### config.mk
export PLATFORM = sky130hd
export DESIGN_NAME = wb_arbiter
export DESIGN_NICKNAME = d
export VERILOG_FILES = /design/src/rtl/wb_arbiter.sv
export SDC_FILE = /design/constraint.sdc
export NUM_CORES = 1
export LEC_CHECK = 0
export ABC_AREA = 0
export BUFFER_PORTS_ARGS = -buffer_cell sky130_fd_sc_hd__buf_2
export CAP_MARGIN = 20
export CORE_AREA = 2 2 181 183
export DETAILED_ROUTE_END_ITERATION = 10
export DIE_AREA = 0 0 183 185
export GPL_TIMING_DRIVEN = 0
export PLACE_DENSITY = 0.78
export REMOVE_ABC_BUFFERS = 1
export SETUP_SLACK_MARGIN = 0.05
export SLEW_MARGIN = 0
export SYNTH_ARGS = -nofsm -noshare
export SYNTH_HDL_FRONTEND = slang
export SYNTH_SLANG_ARGS = --single-unit
### constraint.sdc
create_clock -name clk_i -period 4.1 [get_ports clk_i]
set_clock_uncertainty 0.1 [all_clocks]
set_input_delay 0.82 -clock clk_i [delete_from_list [all_inputs] [get_ports clk_i]]
set_output_delay 0.82 -clock clk_i [all_outputs]
set_load 0.005 [all_outputs]
### src/rtl/wb_arbiter.sv
// wb_arbiter: per-source result FIFOs merged round-robin onto a single writeback port
package config_pkg;
   typedef struct packed {
      int unsigned XLEN;
      int unsigned TRANS_ID_BITS;
   } cva6_cfg_t;
   localparam cva6_cfg_t cva6_cfg_empty = '{XLEN: 32, TRANS_ID_BITS: 4};
endpackage

module wb_arbiter #(
   parameter config_pkg::cva6_cfg_t CVA6Cfg   = config_pkg::cva6_cfg_empty,
   parameter int unsigned           NrSrc     = 3,
   parameter int unsigned           FifoDepth = 2
) (
   input  logic                                        clk_i,
   input  logic                                        rst_ni,
   input  logic                                        flush_i,
   input  logic [NrSrc-1:0]                            src_valid_i,
   output logic [NrSrc-1:0]                            src_ready_o,
   input  logic [NrSrc-1:0][CVA6Cfg.TRANS_ID_BITS-1:0] src_trans_id_i,
   input  logic [NrSrc-1:0][CVA6Cfg.XLEN-1:0]          src_data_i,
   input  logic [NrSrc-1:0]                            src_ex_valid_i,
   input  logic [NrSrc-1:0][CVA6Cfg.XLEN-1:0]          src_ex_cause_i,
   output logic                                        wt_valid_o,
   output logic [CVA6Cfg.TRANS_ID_BITS-1:0]            trans_id_o,
   output logic [CVA6Cfg.XLEN-1:0]                     wbdata_o,
   output logic                                        ex_valid_o,
   output logic [CVA6Cfg.XLEN-1:0]                     ex_cause_o,
   output logic                                        busy_o
);
   localparam int unsigned TW = CVA6Cfg.TRANS_ID_BITS;
   localparam int unsigned XW = CVA6Cfg.XLEN;
   localparam int unsigned PW = $clog2(FifoDepth);
   localparam int unsigned CW = PW + 1;
   localparam int unsigned RW = $clog2(NrSrc);

   typedef struct packed {
      logic [TW-1:0] id;
      logic [XW-1:0] data;
      logic          ex;
      logic [XW-1:0] cause;
   } entry_t;

   entry_t           mem_q [NrSrc][FifoDepth];
   logic [CW-1:0]    cnt_q [NrSrc];
   logic [CW-1:0]    cnt_d [NrSrc];
   logic [PW-1:0]    wr_q  [NrSrc];
   logic [PW-1:0]    wr_d  [NrSrc];
   logic [PW-1:0]    rd_q  [NrSrc];
   logic [PW-1:0]    rd_d  [NrSrc];
   logic [RW-1:0]    rr_q, rr_d, gnt;
   logic [RW:0]      idx;
   logic [NrSrc-1:0] ne, push, pop;
   entry_t           head;

   // Registered occupancy drives both the non-empty flags and acceptance
   always_comb begin
      for (int i = 0; i < NrSrc; i++) begin
         ne[i]          = cnt_q[i] != '0;
         src_ready_o[i] = (cnt_q[i] != CW'(FifoDepth)) && !flush_i;
      end
   end

   // First non-empty FIFO at or after rr_q wins; scanning backwards lets the nearest one override
   always_comb begin
      gnt = '0;
      idx = '0;
      for (int k = NrSrc - 1; k >= 0; k--) begin
         idx = {1'b0, rr_q} + (RW+1)'(k);
         idx = (idx >= (RW+1)'(NrSrc)) ? idx - (RW+1)'(NrSrc) : idx;
         if (ne[idx[RW-1:0]]) gnt = idx[RW-1:0];
      end
      busy_o     = |ne;
      wt_valid_o = busy_o && !flush_i;
      head       = mem_q[gnt][rd_q[gnt]];
      trans_id_o = wt_valid_o ? head.id : '0;
      wbdata_o   = wt_valid_o ? head.data : '0;
      ex_valid_o = wt_valid_o && head.ex;
      ex_cause_o = wt_valid_o ? head.cause : '0;
      rr_d       = flush_i ? '0 : !wt_valid_o ? rr_q : (gnt == RW'(NrSrc - 1)) ? '0 : gnt + RW'(1);
   end

   // Push/pop decisions and next occupancy/pointers; flush empties everything
   always_comb begin
      for (int i = 0; i < NrSrc; i++) begin
         push[i]  = src_valid_i[i] && src_ready_o[i];
         pop[i]   = wt_valid_o && (gnt == RW'(i));
         cnt_d[i] = flush_i ? '0 : cnt_q[i] + CW'(push[i]) - CW'(pop[i]);
         wr_d[i]  = flush_i ? '0 : wr_q[i] + PW'(push[i]);
         rd_d[i]  = flush_i ? '0 : rd_q[i] + PW'(pop[i]);
      end
   end

   // FIFO bookkeeping and round-robin pointer; reset discards buffered entries at once
   always_ff @(posedge clk_i or negedge rst_ni) begin
      if (!rst_ni) begin
         rr_q <= '0;
         for (int i = 0; i < NrSrc; i++) begin
            cnt_q[i] <= '0;
            wr_q[i]  <= '0;
            rd_q[i]  <= '0;
         end
      end else begin
         rr_q  <= rr_d;
         cnt_q <= cnt_d;
         wr_q  <= wr_d;
         rd_q  <= rd_d;
      end
   end

   // Entry storage needs no reset: occupancy alone decides what is valid
   always_ff @(posedge clk_i) begin
      for (int i = 0; i < NrSrc; i++)
         if (push[i]) mem_q[i][wr_q[i]] <= {src_trans_id_i[i], src_data_i[i], src_ex_valid_i[i], src_ex_cause_i[i]};
   end

`ifndef SYNTHESIS
   // Two sources must never present the same scoreboard slot in one cycle
   always @(posedge clk_i) begin
      for (int i = 0; i < NrSrc; i++)
         for (int j = i + 1; j < NrSrc; j++)
            assert (!(rst_ni && src_valid_i[i] && src_valid_i[j] && src_trans_id_i[i] == src_trans_id_i[j]))
               else $error("wb_arbiter: duplicate trans_id on sources %0d and %0d", i, j);
   end
`endif
endmodule

* Yosys cells after proc, flatten, opt, wreduce, memory -nomap -nowiden *
Memory sizes are Yosys's and may differ from the RTL's.
Index checks and enable logic that the tools add are counted.

cells by class
  multiplexer cells = 45
  equality and inequality tests = 5
  order comparisons = 14
  reduce and logical (&&, ||, !) cells = 21
  bitwise logic cells = 5
  add/sub/neg operators = 18

operator list
  cell                                                                   count
  138-bit two-way mux                                                    3
  69-bit two-way mux                                                     6
  69-bit demux with 1-bit select                                         3
  32-bit two-way mux                                                     2
  2-bit two-way mux                                                      12
  1-bit logical AND                                                      14
  1-bit two-way mux                                                      14
  2-bit >= comparator, second input constant                             5
  2-bit by 3-bit < comparator with 1-bit output, second input constant   3
  1-bit binary-select mux with 2-bit select                              4
  1-bit inverter with 2-bit output                                       4
  2-bit nonzero test                                                     4
  1-bit adder                                                            6
  2-bit by 1-bit adder with 2-bit output                                 3
  3-bit by 2-bit >= comparator with 1-bit output, second input constant  2
  2-bit by 1-bit < comparator with 1-bit output, second input constant   3
  2-bit inequality test, second input constant                           3
  2-bit by 1-bit subtractor with 2-bit output                            3
  2-bit subtractor, second input constant                                3
  4-bit two-way mux                                                      1
  2-bit by 1-bit adder with 3-bit output, second input constant          1
  2-bit by 2-bit adder with 3-bit output, second input constant          1
  3-bit >= comparator, second input constant                             1
  2-bit inverter with 3-bit output                                       1
  6 further kinds                                                        6

word-level totals
  memories = 1
  input port bits = 213
  output and inout bits = 74
  word-level logic and storage cells = 119
  flip-flop bits (word level) = 14
  RAM bits = 414

memories
  name   words  width  read ports  clocked after Yosys merged registers in  write ports  RTL line  text
  mem_q  3      138    1           0                                        3            44        entry_t mem_q [NrSrc][FifoDepth];

* Depth between registers and ports, before layout *
Gate-level depths: netlist of the first run.

  depth in word-level cells = 17
  mapped depth = 15
  depth with buffers taken out = 13

* Least setup slack after synthesis of the first run *
Ideal clock, no wire load.

  path kind = input to register
  start = in flush_i
  end = mem mem_q[2][0] (netlist name), enable pin
  library setup time = 0.435 ns
  stages = 4
  slack = 0.539 ns
  required time = 3.565 ns
  data arrival time = 3.026 ns
  path buffers = 1
  path through = clkbuf_1 a21oi_1 and2_1 ha_1

RTL lines
  what                RTL line  text
  start: declaration  17        input logic flush_i,
  end: declaration    44

* Worst setup path in the final report of the first run *
  start = reg rr_q[1]
  end = out ex_cause_o[7]

between the ends
  cells in the longest elaborated chain, start to end = 17
  elaborated cells between the ends (all ways) = 30
  classes of those cells = add/sub (5); order compare (3); mux (19); bitwise (2); memory (1)

ends and longest elaborated chain
  what                                                                                RTL line  text
  start: declaration                                                                  51        logic [RW-1:0] rr_q, rr_d, gnt;
  start signal: assignment                                                            104       rr_q <= rr_d;
  2-bit by 2-bit adder with 3-bit output                                              69        idx = {1'b0, rr_q} + (RW+1)'(k);
  3-bit by 2-bit >= comparator with 1-bit output or 2-bit subtractor (tied branches)  70        idx = (idx >= (RW+1)'(NrSrc)) ? idx - (RW+1)'(NrSrc) : idx;
  2-bit two-way mux                                                                   70
  1-bit binary-select mux with 2-bit select                                           71        if (ne[idx[RW-1:0]]) gnt = idx[RW-1:0];
  1-bit two-way mux (not written as such)                                             71
  2-bit two-way mux (2 in series)                                                     71
  2-bit two-way mux *                                                                 71
  2-bit inverter with 3-bit output (not written as such)                              75        head = mem_q[gnt][rd_q[gnt]];
  1-bit binary-select mux with 2-bit select                                           75
  1-bit two-way mux (not written as such) (2 in series)                               75
  1-bit inverter with 2-bit output (not written as such)                              75
  69-bit two-way mux (not written as such) * (3 in series)                            75
  32-bit two-way mux *                                                                79        ex_cause_o = wt_valid_o ? head.cause : '0;
  end: declaration                                                                    28        output logic [CVA6Cfg.XLEN-1:0] ex_cause_o,

Mark *: on every way between the ends. The rest lies on a longest branch, timed or not. The select of a mux whose other input is x is not followed.

==> impl_metrics.csv, run 1 <==
group,metric,value,unit
outcome,status,"finished, violations left",
outcome,violations,"negative setup slack",
sta,hold_violations,0,
cells_and_area,nets,1707,
sta,fmax,220,MHz
grt,grt_util_all_layers,0.341,
sta,worstMarginPinSlew,722,ps
logic_synthesis,synth-edff-count,414,
floorplanning,ios,287,
cells_and_area,drive_gt1_frac,0.394,
logic_synthesis,synth_seq_cells,428,
floorplanning,placementRows,66,
clock_tree,cts_root_buffer,"clkbuf_16",
detailed_routing,viasPerCell,6.98,
setup_path,crit_path_start_kind,"flip-flop",
placement,portBuffers,286,
clock_tree,cts_buffer_depth,3,
sta,grt_setup_unrepaired,"true",
sta,fin_hold_ws,88.9,ps
detailed_routing,firstDrtPassIters,6,
pwr,ir_worst_vdd,0.971,mV
pwr,power.net_switching,0.00836,W
detailed_routing,finalWirelength,63200,µm
floorplanning,dieArea,0.0339,mm²
sta,slew_viol_final,0,
logic_synthesis,ys_types,45,
pwr,leakagePower,8.42,nW
setup_path,cp_max_fo,13,
logic_synthesis,yosys_warnings,0,
sta,finalCritPeriodShare,1.11,
run,drv_cap,0,
placement,pre_cts_slack,-1440,ps
pwr,switching_share,0.404,
detailed_routing,avgRoutedWirePerCell,32.6,µm
setup_path,crit_arrival,3620,ps
pwr,pwr-share-clk,0.175,
clock_tree,cts_tree,"built",
clock_tree,insertion_delay,530,ps
grt,grt_max_degree,65,
grt,grt_pass1_vias,13100,
pwr,comb_power_share,0.567,
logic_synthesis,ys_seq_area_frac,0.724,
pwr,power.density,884,mW/mm²
floorplanning,fp.coreArea,0.0320,mm²
logic_synthesis,synthArstFlopShare,0.0327,
floorplanning,start_util,0.551,
floorplanning,die_h,185,µm
sta,setup_viol,69,
sta,finalWorstSetupSlack,-441,ps
grt,antenna_found_initial,13,
logic_synthesis,synth_cells,1138,
grt,grt_pass1_wl,83700,µm
cells_and_area,mostFrequentLayoutCells,"edfxtp_1, buf_2, o21ai_0",
min_path,holdCritPathClass,"primary input to async pin",
floorplanning,die_w,183,µm
detailed_routing,vias,13500,
clock_tree,cts.sinks,428,
pwr,seqPwrFrac,0.258,
cells_and_area,nFillCells,1880,
sta,finalSetupTns,-21670,ps
sta,max_slew_margin,0.519,
cells_and_area,layout.cells.non_filler,1938,
detailed_routing,drtIter0Drc,1833,
logic_synthesis,syn_area,0.0176,mm²
setup_path,crit_required,3180,ps
pwr,internal-power,0.0123,W
logic_synthesis,synth-main-ff-cell,"edfxtp_1",
clock_tree,path_clk_slew,60,ps
setup_path,crit_path_end_kind,"output port",
placement,placed_cells,1745,
cells_and_area,final_common_cell,"edfxtp_1",
logic_synthesis,syn_area_per_cell,15.5,µm²
grt,grt_overflow_total,0,
clock_tree,cts_buffers,44,
detailed_routing,postRouteAntennaNets,0,
detailed_routing,drc,0,
setup_path,critPathKind,"flip-flop to output port",
placement,gp_congestion,0.765,
cells_and_area,syn_to_final_growth,32.7,%
sta,period_minus_slack,4540,ps
clock_tree,h-tree-depth,2,
placement,hpwlAfterDp,29400,µm
pwr,total_power,0.0207,W
sequential cells by signal (all words and copies together), names as in the netlist:
signal  count
cnt_q       6
wr_q        3
mem_q     414
rr_q        2
rd_q        3
routing by layer:
metal	GRT usage	wire [µm]	part of all wire	up-vias
met5	0	0	0	-
met3	0.0800	8670	0.14	237
li1	-	-	-	5450
met4	0.156	2990	0.047	0
met1	0.443	22000	0.35	6632
met2	0.550	29600	0.47	1201
through the flow:
step	area (µm²)	utilization
finish	23400	0.731
global route	23400	0.730
CTS	22600	0.705
detailed placement	19900	0.621
global placement	19100	0.595
floorplan	17100	-
cells in the mapped netlist (2+ instances only):
cell type,instances,area [µm²]
edfxtp_1,414,12400
clkbuf_1,79,297
o21ai_0,73,365
a211oi_1,70,526
a2bb2oi_1,69,604
a31oi_1,69,432
and3_1,69,432
o2bb2ai_1,69,604
o32ai_1,60,526
buf_2,30,150
inv_1,18,67.6
ha_1,15,188
nor2_1,15,56.3
dfrtp_1,14,350
o32ai_2,10,163
nor2b_1,7,43.8
a21oi_1,6,30.0
xnor2_1,5,43.8
buf_1,4,15.0
nand2_1,4,15.0
xor2_1,4,35.0
and2_1,3,18.8
buf_6,3,33.8
or2_1,3,18.8
buf_4,2,15.0
nand2b_1,2,12.5
nand3_1,2,10.0
nor3_1,2,10.0
critical path, cell delays in order, from the launching register on:
cell and delay (ps):
dfrtp_2 450, ha_4 320, buf_6 130, nor2b_4 40, a222oi_1 360, buf_4 210
buf_4 130, buf_6 160, nor3_4 70, buf_6 150, buf_8 150, buf_6 160
o21ai_0 250, o2bb2ai_2 180, o32ai_4 140, buf_2 170
logic make-up (layout without fill, tap and decap cells):
family | count (synthesis) | in the layout | share of synthesized area
DFF | 428 | 428 | 0.724
and+or+nand+nor | 114 | 126 | 0.0379
xor gates and xnor gates | 9 | 9 | 0.00447
adders and majority gates | 15 | 15 | 0.0106
AOI/OAI and AO/OA | 436 | 437 | 0.190
other | 0 | 21 | 0
buffers and inverters | 136 | 494 | 0.0328
area by class of cell:
cell class,instances,area (µm²),area share
Antenna cell,21,52.6,0.00224
Clock buffer,53,1130,0.0485
Clock inverter,23,128,0.00545
Inverter,18,67.6,0.00289
Multi-Input combinational cell,587,5370,0.229
Sequential cell,428,12800,0.546
Tap cell,408,510,0.0218
Timing Repair Buffer,400,3370,0.144
power groups by stage:
stage,Clock [W],Sequential (W),Combinational [W]
after floorplan,0,0.00538,0.00440
after global placement,0,0.00540,0.00553
after detailed placement,0,0.00540,0.00765
after CTS,0.00361,0.00532,0.0101
after global routing,0.00379,0.00537,0.0121
final,0.00362,0.00535,0.0117
timing repair:
action	in CTS	in global routing
resized for setup	94	61
hold buffers	0	0
pin swaps	25	22
buffers inserted	46	11
endpoints found under the setup margin	69	69
gates cloned	22	19
final timing paths:
| check | start | end | slack, ps | depth (start not counted) |
|---|---|---|---|---|
| max | rr_q[1] | ex_cause_o[7] | -440 | 15 |
| min | rst_ni | cnt_q[4] | 90 | 1 |
| max reg2reg | rr_q[1] | cnt_q[3] | 330 | 17 |
| min reg2reg | rd_q[2] | rd_q[2] | 530 | 2 |
| max in group asynchronous | rst_ni | rr_q[1] | 3530 | 1 |
| min in group clk_i | src_data_i[49] | mem_q[1][119] | 360 | 1 |
Note: power is estimated with default switching activity, not from simulation.
==> run 2, diff against run 1 <==
- CORE_AREA: 2 2 181 183 -> 2 2 231 233
- DIE_AREA: 0 0 183 185 -> 0 0 233 235
- PLACE_DENSITY: 0.78 -> unset
==> run 2 against run 1 <==
  * The run still ends with negative setup slack left
  * Fmax grew 2.1%
  * Sequential share of layout area decreased by 1.5 points
  * Critical endpoint is now wbdata_o[16]
  * Largest cell class unchanged
  * Flip-flop and latch count unchanged
  * Critical path depth decreased by 1
  * Clock power rose by 18%
  * Sequential power hardly changed
==> impl_metrics.csv, run 2 (synthesis gave the netlist of run 1 again) <==
group,metric,value,unit
placement,portBuffers,286,
floorplanning,placementRows,84,
clock_tree,cts_buffers,48,
sta,grt_setup_unrepaired,"true",
cells_and_area,nets,1729,
sta,setup_viol,69,
sta,hold_violations,0,
pwr,total_power,0.0216,W
floorplanning,fp.coreArea,0.0522,mm²
cells_and_area,nFillCells,4502,
placement,gp_congestion,0.727,
floorplanning,dieArea,0.0548,mm²
placement,hpwlAfterDp,33400,µm
grt,grt_overflow_total,0,
cells_and_area,fin_area,0.0241,mm²
setup_path,critPathKind,"flip-flop to output port",
setup_path,crit_path_end_kind,"output port",
clock_tree,h-tree-depth,2,
pwr,leakagePower,8.67,nW
outcome,status,"finished, violations left",
floorplanning,ios,287,
detailed_routing,vias,13200,
grt,grt_max_degree,75,
cells_and_area,final_common_cell,"edfxtp_1",
setup_path,crit_arrival,3530,ps
grt,grt_pass1_wl,97100,µm
detailed_routing,drc,0,
pwr,power.density,897,mW/mm²
sta,finalSetupTns,-19090,ps
sta,finalWorstSetupSlack,-348,ps
detailed_routing,finalWirelength,69900,µm
clock_tree,insertion_delay,580,ps
detailed_routing,postRouteAntennaNets,0,
grt,grt_pass1_vias,13800,
outcome,violations,"negative setup slack",
clock_tree,cts_buffer_depth,3,
sta,slew_viol_final,0,
detailed_routing,avgRoutedWirePerCell,31.2,µm
sta,fmax,225,MHz
floorplanning,start_util,0.338,
min_path,holdCritPathClass,"primary input to async pin",
grt,grt_util_all_layers,0.250,
floorplanning,die_w,233,µm
detailed_routing,viasPerCell,5.90,
sta,max_slew_margin,0.379,
pwr,ir_worst_vdd,0.501,mV
cells_and_area,syn_to_final_growth,36.5,%
run,drv_cap,0,
sta,period_minus_slack,4450,ps
floorplanning,die_h,235,µm
setup_path,crit_required,3180,ps
clock_tree,cts.sinks,428,
sta,finalCritPeriodShare,1.08,
cells_and_area,mostFrequentLayoutCells,"edfxtp_1, buf_2, o21ai_0",
clock_tree,cts_root_buffer,"clkbuf_16",
detailed_routing,firstDrtPassIters,7,
grt,antenna_found_initial,14,
cells_and_area,drive_gt1_frac,0.403,
detailed_routing,drtIter0Drc,1289,
setup_path,crit_path_start_kind,"flip-flop",
placement,pre_cts_slack,-1540,ps
sta,worstMarginPinSlew,930,ps
clock_tree,cts_tree,"built",
placement,placed_area,0.0203,mm²
setup_path,cp_max_fo,6,
cells_and_area,largest_reg_flops,414,
clock_tree,path_clk_slew,60,ps
run 2: cell types whose count changed in the layout (fill, tap and decap cells not counted), sizes merged, moves of 2 or more:
| cell | before | now |
|---|---|---|
| buf | 385 | 412 |
| diode | 21 | 10 |
| clkbuf | 66 | 60 |
| bufinv | 0 | 5 |
| clkinv | 18 | 22 |
| bufbuf | 2 | 5 |
| a21o | 1 | 3 |
| a31o | 1 | 3 |
| clkinvlp | 4 | 2 |
| or3 | 5 | 3 |
run 2: final cells by class:
class | instances | area (µm²) | area share
Antenna cell | 10 | 25.0 | 0.00104
Clock buffer | 58 | 1260 | 0.0523
Clock inverter | 31 | 272 | 0.0113
Inverter | 18 | 70.1 | 0.00291
Multi-Input combinational cell | 586 | 5280 | 0.219
Sequential cell | 428 | 12800 | 0.531
Tap cell | 688 | 861 | 0.0357
Timing Repair Buffer | 419 | 3530 | 0.147
run 2: through the flow:
step	utilization	hold slack [ps]	std cells
3_3_place_gp	0.372	427	1994
6_report	0.461	40.3	2238
4_1_cts	0.457	18.9	2229
3_5_place_dp	0.388	458	2027
5_1_grt	0.461	42.4	2235
2_1_floorplan	-	405	1020
run 2: final timing paths:
path | start | endpoint | slack [ps] | cells after the start
max in group asynchronous | rst_ni | rr_q[1] | 3580 | 1
min reg2reg | rd_q[0] | rd_q[0] | 550 | 2
max | rr_q[0] | wbdata_o[16] | -350 | 14
max reg2reg | rr_q[1] | cnt_q[3] | 350 | 14
min in group clk_i | src_ex_cause_i[8] | mem_q[0][77] | 320 | 1
min | rst_ni | cnt_q[2] | 40 | 1
run 2: worst max-delay path, cell delays in order, from the launching register on:
cell	delay, ps
dfrtp_1	400
inv_2	100
ha_4	230
nor2b_1	160
a222oi_1	110
buf_4	160
or3_4	410
buf_16	160
a31o_4	310
o21bai_4	210
buf_12	180
buf_8	120
clkbuf_16	160
o32ai_2	80
buf_2	140
run 2: routing by layer:
| layer | vias up | global-route usage | share of wire |
|---|---|---|---|
| li1 | 5492 | - | - |
| met1 | 6782 | 0.316 | 0.39 |
| met2 | 733 | 0.407 | 0.48 |
| met3 | 189 | 0.0643 | 0.085 |
| met4 | 12 | 0.106 | 0.038 |
| met5 | - | 0 | 0.0011 |
run 2: what timing repair did:
item                                    4_1_cts  5_1_grt
endpoints found under the setup margin       69       70
hold buffers                                  0        0
pin swaps                                    53       33
resized for setup                           114       60
endpoints found under the hold margin         0        0
cloned                                       30        3
setup buffers                                84        4
run 2: power by group:
group / internal [W] / switching (W)
Clock: 0.00249 / 0.00177
Combinational: 0.00529 / 0.00672
Sequential: 0.00519 / 0.000149
